`src/rtl/mem_ctrl_arbiter.sv`:
```
// Arbitrates icache/dcache block requests onto one main-memory port with a single outstanding transaction.
// Define MEM_ARB_ROUND_ROBIN_EN for round-robin on contention; otherwise the icache has fixed priority.

package mem_ctrl_arbiter_pkg;
  typedef logic [25:0]  main_mem_block_addr_t;
  typedef logic [127:0] block_data_t;
  typedef enum logic { REQ_READ = 1'b0, REQ_WRITE = 1'b1 } req_type_t;
endpackage

module mem_ctrl_arbiter
  import mem_ctrl_arbiter_pkg::*;
#(
  parameter int unsigned MAX_OUTSTANDING_CYCLES = 255
) (
  input  logic                 clk,
  input  logic                 rst_aL,
  input  logic                 icache_req_valid,
  input  main_mem_block_addr_t icache_req_block_addr,
  output logic                 icache_req_ready,
  output logic                 icache_resp_valid,
  output block_data_t          icache_resp_block_data,
  input  logic                 dcache_req_valid,
  input  req_type_t            dcache_req_type,
  input  main_mem_block_addr_t dcache_req_block_addr,
  input  block_data_t          dcache_req_block_data,
  output logic                 dcache_req_ready,
  output logic                 dcache_resp_valid,
  output block_data_t          dcache_resp_block_data,
  output logic                 mem_req_valid,
  output req_type_t            mem_req_type,
  output main_mem_block_addr_t mem_req_block_addr,
  output block_data_t          mem_req_block_data,
  input  logic                 mem_req_ready,
  input  logic                 mem_resp_valid,
  input  block_data_t          mem_resp_block_data,
  output logic                 timeout_err
);

  localparam logic [7:0] TIMEOUT_LAST = 8'(MAX_OUTSTANDING_CYCLES - 1);
  localparam logic [7:0] TIMEOUT_SAT  = 8'(MAX_OUTSTANDING_CYCLES);

  typedef enum logic [1:0] {
    IDLE      = 2'd0,
    ISSUE     = 2'd1,
    WAIT_RESP = 2'd2
  } state_t;

  state_t               r_state;
  logic                 r_ownerDcache;
  logic [7:0]           r_cycleCount;
  logic                 r_memReqValid;
  req_type_t            r_memReqType;
  main_mem_block_addr_t r_memReqAddr;
  block_data_t          r_memReqData;
  logic                 r_timeoutErr;

  logic w_anyValid;
  logic w_grant;
  logic w_grantDcache;
  logic w_respHit;
  logic w_waitIcache;
  logic w_waitDcache;

  assign w_anyValid = icache_req_valid | dcache_req_valid;
  // Gated by rst_aL so the ready outputs stay low while reset is held.
  assign w_grant    = rst_aL & (r_state == IDLE) & w_anyValid;

`ifdef MEM_ARB_ROUND_ROBIN_EN
  logic r_lastDcache;

  assign w_grantDcache = (icache_req_valid & dcache_req_valid) ? ~r_lastDcache : dcache_req_valid;

  // Pointer starts at dcache so the first contention after reset goes to the icache.
  always_ff @(posedge clk or negedge rst_aL) begin
    if (!rst_aL) begin
      r_lastDcache <= 1'b1;
    end else if (w_grant) begin
      r_lastDcache <= w_grantDcache;
    end
  end
`else
  assign w_grantDcache = ~icache_req_valid;
`endif

  assign icache_req_ready = w_grant & ~w_grantDcache;
  assign dcache_req_ready = w_grant & w_grantDcache;

  assign w_waitIcache = (r_state == WAIT_RESP) & ~r_ownerDcache;
  assign w_waitDcache = (r_state == WAIT_RESP) & r_ownerDcache;
  assign w_respHit    = (r_state == WAIT_RESP) & mem_resp_valid;

  assign icache_resp_valid      = w_respHit & ~r_ownerDcache;
  assign dcache_resp_valid      = w_respHit & r_ownerDcache;
  assign icache_resp_block_data = w_waitIcache ? mem_resp_block_data : '0;
  assign dcache_resp_block_data = w_waitDcache ? mem_resp_block_data : '0;

  assign mem_req_valid      = r_memReqValid;
  assign mem_req_type       = r_memReqType;
  assign mem_req_block_addr = r_memReqAddr;
  assign mem_req_block_data = r_memReqData;
  assign timeout_err        = r_timeoutErr;

  always_ff @(posedge clk or negedge rst_aL) begin
    if (!rst_aL) begin
      r_state       <= IDLE;
      r_ownerDcache <= 1'b0;
      r_cycleCount  <= 8'd0;
      r_memReqValid <= 1'b0;
      r_memReqType  <= REQ_READ;
      r_memReqAddr  <= '0;
      r_memReqData  <= '0;
      r_timeoutErr  <= 1'b0;
    end else begin
      case (r_state)
        IDLE: begin
          if (w_grant) begin
            r_ownerDcache <= w_grantDcache;
            r_memReqType  <= w_grantDcache ? dcache_req_type : REQ_READ;
            r_memReqAddr  <= w_grantDcache ? dcache_req_block_addr : icache_req_block_addr;
            r_memReqData  <= w_grantDcache ? dcache_req_block_data : '0;
            r_memReqValid <= 1'b1;
            r_state       <= ISSUE;
          end
        end
        ISSUE: begin
          if (mem_req_ready) begin
            r_memReqValid <= 1'b0;
            r_cycleCount  <= 8'd0;
            r_state       <= WAIT_RESP;
          end
        end
        WAIT_RESP: begin
          // A response arriving on the last allowed cycle still wins over the timeout.
          if (mem_resp_valid) begin
            r_state <= IDLE;
          end else if (r_cycleCount >= TIMEOUT_LAST) begin
            r_cycleCount <= TIMEOUT_SAT;
            r_timeoutErr <= 1'b1;
            r_state      <= IDLE;
          end else begin
            r_cycleCount <= r_cycleCount + 8'd1;
          end
        end
        default: r_state <= IDLE;
      endcase
    end
  end

endmodule
```
`config.mk`:
```
export PLATFORM = sky130hd
export DESIGN_NAME = mem_ctrl_arbiter
export DESIGN_NICKNAME = d
export VERILOG_FILES = /design/src/rtl/mem_ctrl_arbiter.sv
export SDC_FILE = /design/constraint.sdc
export NUM_CORES = 1
export LEC_CHECK = 0
export CAP_MARGIN = 20
export CELL_PAD_IN_SITES_DETAIL_PLACEMENT = 1
export CELL_PAD_IN_SITES_GLOBAL_PLACEMENT = 1
export CORE_AREA = 4 4 280 282
export CTS_BUF_LIST = sky130_fd_sc_hd__clkbuf_2 sky130_fd_sc_hd__clkbuf_4 sky130_fd_sc_hd__clkbuf_8
export DETAILED_ROUTE_END_ITERATION = 16
export DIE_AREA = 0 0 284 286
export PLACE_DENSITY = 0.52
export SYNTH_ARGS = -nofsm -noshare
export SYNTH_HDL_FRONTEND = slang
export SYNTH_SLANG_ARGS = --single-unit
```
`constraint.sdc`:
```
create_clock -name clk -period 2.1 [get_ports clk]
set_input_delay 0.315 -clock clk [delete_from_list [all_inputs] [get_ports clk]]
set_output_delay 0.315 -clock clk [all_outputs]
set_load 0.005 [all_outputs]
```
==> results.yml <==
outcome:
  status: "finished with violations"
  violations: "setup timing"
setup_path:
  crit_slowest_cell: "dfrtp_2"
  crit_chain: "nor3b_4 > buf_6 > buf_12 > buf_4 > clkbuf_16 > buf_4 > and2_1 > buf_2"
  required_ns: 1.78
  endpoint_kind: "output pin"
  startpoint_type: "flip-flop"
  slowest_delay_ns: 0.47
  crit_type: "reg -> out"
  r2r_cells: 5
  arrival_ns: 2.08
  path_max_fanout: 6
  crit_top_cell: "buf_4"
  r2r_setup_slack_ns: 0.10
logic_synthesis:
  synthTopCellsByCount: "o21ai_0 (265), and2_1 (258), dfrtp_1 (168)"
  synth_edf_count: 0
  ys.flop_type: "dfrtp_1"
  synth_area_leaders: "dfrtp_1 (48%), and2_1 (18%), o21ai_0 (15%)"
  ys_seq_area_share_pct: 47.6
  synth_area_um2: 8840
  ys_ff_latch: 168
  async_reset_ff_share_pct: 100
  ys_warn_count: 0
  synth_top_area_share_pct: 47.6
  syn_inst: 1022
  yosysMostFrequentCell: "o21ai_0"
  synth_top_area_cell: "dfrtp_1"
  avgSynthCellArea_um2: 8.65
  synth.distinct_cells: 36
  synth_nets: 1339
placed_design:
  place_congestion: 0.840
  dpl_cell_area_um2: 17500
  post-dp-hpwl_um: 53200
  port_buffers: 731
pwr:
  p_total_mw: 18.2
  leakagePower_nw: 8.71
  peakVddDrop_mv: 0.366
  powerDensity_nw_per_um2: 911
route:
  routed_via_density: 3.96
  drcViolationCount: 0
  drt_wl_total_um: 72000
  ant_nets: 0
  firstDrtPassIters: 6
  drtIter0Drc: 371
  routedWlPerCell_um: 25.7
  vias: 11100
timing:
  maxSlewViolCount: 0
  finClkSkew_ns: 0.0128
  slew_headroom_pct: 36.2
  fmax_ghz: 0.418
  period_minus_slack_ns: 2.39
  setup_slack_ns: -0.293
  rsz0062_at_grt: "yes"
  setup_viol: 260
  period_share_pct: 114
  worst_slew_pin_slew_ns: 0.957
  hold_viol: 0
clock_network:
  worstSkewPairLatency_ns: 0.50
  clkSlewWorstSetupHoldPaths_ns: 0.11
  cts_tree: "yes"
  clock_path_buffers: 2
  cts_made_buffers: 17
  clkSinkCount: 168
  root_buffer: "clkbuf_8"
  htree_levels: 4
final_layout:
  final_core_util_pct: 26.4
  syn_to_final_growth_pct: 126
  nets: 2123
  drive_above_1_share_pct: 34.9
  fin_area_um2: 20000
  fillers: 8662
floorplanning:
  start_util_pct: 11.7
  die-area_um2: 81200
  core_um2: 75700
  die_h_um: 286
  rows: 101
  ios: 732
  fp.dieW_um: 284
worst_hold_path:
  hold_path_depth: 3
  holdCritPathClass: "in -> reg"
global_route:
  grt_pass1_vias: 11600
  grt_max_degree: 127
  antenna_found_initial: 41
  gr-total-overflow: 0
  grt_usage_pct: 15.6
  grt_first_pass_wirelength_um: 91800
flow_run:
  cap_viol_max_count: 0
[per-stage QoR]
stage | hold slack [ns] | setup TNS [ns] | setup WS (ns) | std cells
after detailed placement | 0.457 | -5.34 | -0.151 | 2674
after global routing | 0.313 | -78.37 | -0.409 | 2800
final | 0.362 | -47.73 | -0.293 | 2804
after CTS | 0.281 | -128.01 | -0.627 | 2714
after floorplan | 0.0194 | 0 | 0.0938 | 1022
after global placement | 0.458 | -4.07 | -0.168 | 2674
[registers in the layout, indices dropped and copies added, names as in the netlist]
| signal | cells |
|---|---|
| mem_req_valid | 1 |
| mem_req_block_data | 128 |
| mem_req_block_addr | 26 |
| r_ownerDcache | 1 |
| timeout_err | 1 |
| mem_req_type | 1 |
| r_cycleCount | 8 |
| r_state | 2 |
[per-layer routing]
layer	vias up	routed length, um	track usage (%)	share of wire [%]
met5	-	138	0	0.19
met4	22	1750	3.37	2.4
met3	107	5970	6.81	8.3
met2	504	39600	30.3	55
met1	5447	24600	15.3	34
li1	5027	-	-	-
[power breakdown]
group / total, mW / internal [mW] / switching, mW
combinational: 10.4 / 6.19 / 4.20
clock: 2.48 / 1.05 / 1.43
sequential: 5.33 / 4.56 / 0.771
total: 18.2 / 11.8 / 6.39
[path summary, 6_finish.rpt]
path,to,from
min,mem_req_block_data[126],dcache_req_block_data[126]
max reg2reg,r_cycleCount[6],r_state[0]
min in group asynchronous,mem_req_block_data[103],rst_aL
max in group asynchronous,r_ownerDcache,rst_aL
min reg2reg,timeout_err,timeout_err
max,icache_resp_block_data[127],r_ownerDcache
[timing repair]
action,in CTS,in global routing
hold endpoints to repair,43,0
setup buffers,4,56
endpoints found under the setup margin,260,264
pin swaps,3,52
gates resized for setup,143,1111
hold buffers,2,0
gates cloned,2,31
[cells by family after synthesis]
logic type | after synthesis | share of synthesized area [%]
AND/OR/NAND/NOR | 447 | 28.5
AO/OA/AOI/OAI | 302 | 19.0
flip-flops | 168 | 47.6
buffers and inverters | 103 | 4.67
adder cells (fa/ha/maj) | 2 | 0.283
[area by class of cell]
cell class              instances  area [um^2]  share of cell area (%)
flip-flops and latches        168         4210                    21.1
clock buffers                  20          275                    1.38
multi-input cells             751         4790                    24.0
repair buffers                866         9330                    46.7
diodes                          7         17.5                  0.0877
clock inverters                12          116                   0.583
well taps                     978         1220                    6.13
inverters                       2         10.0                  0.0501
[layout by cell type (no fill, tap or decap), types with 25 or more instances in the layout]
cell	instances
buf_12	25
and2_1	59
buf_6	230
o21ai_0	265
nand2_1	136
buf_4	38
and2_4	199
clkdlybuf4s50_1	470
clkbuf_2	27
buf_2	25
a221o_1	26
dfrtp_1	165
[worst max-delay path: cells and delay by family, from the launching register on]
| kind | cells | cell delay, ns |
|---|---|---|
| buf+inv | 6 | 0.78 |
| simple gates | 2 | 0.32 |
| flops | 1 | 0.47 |
Power figures use the tool's default switching activity.
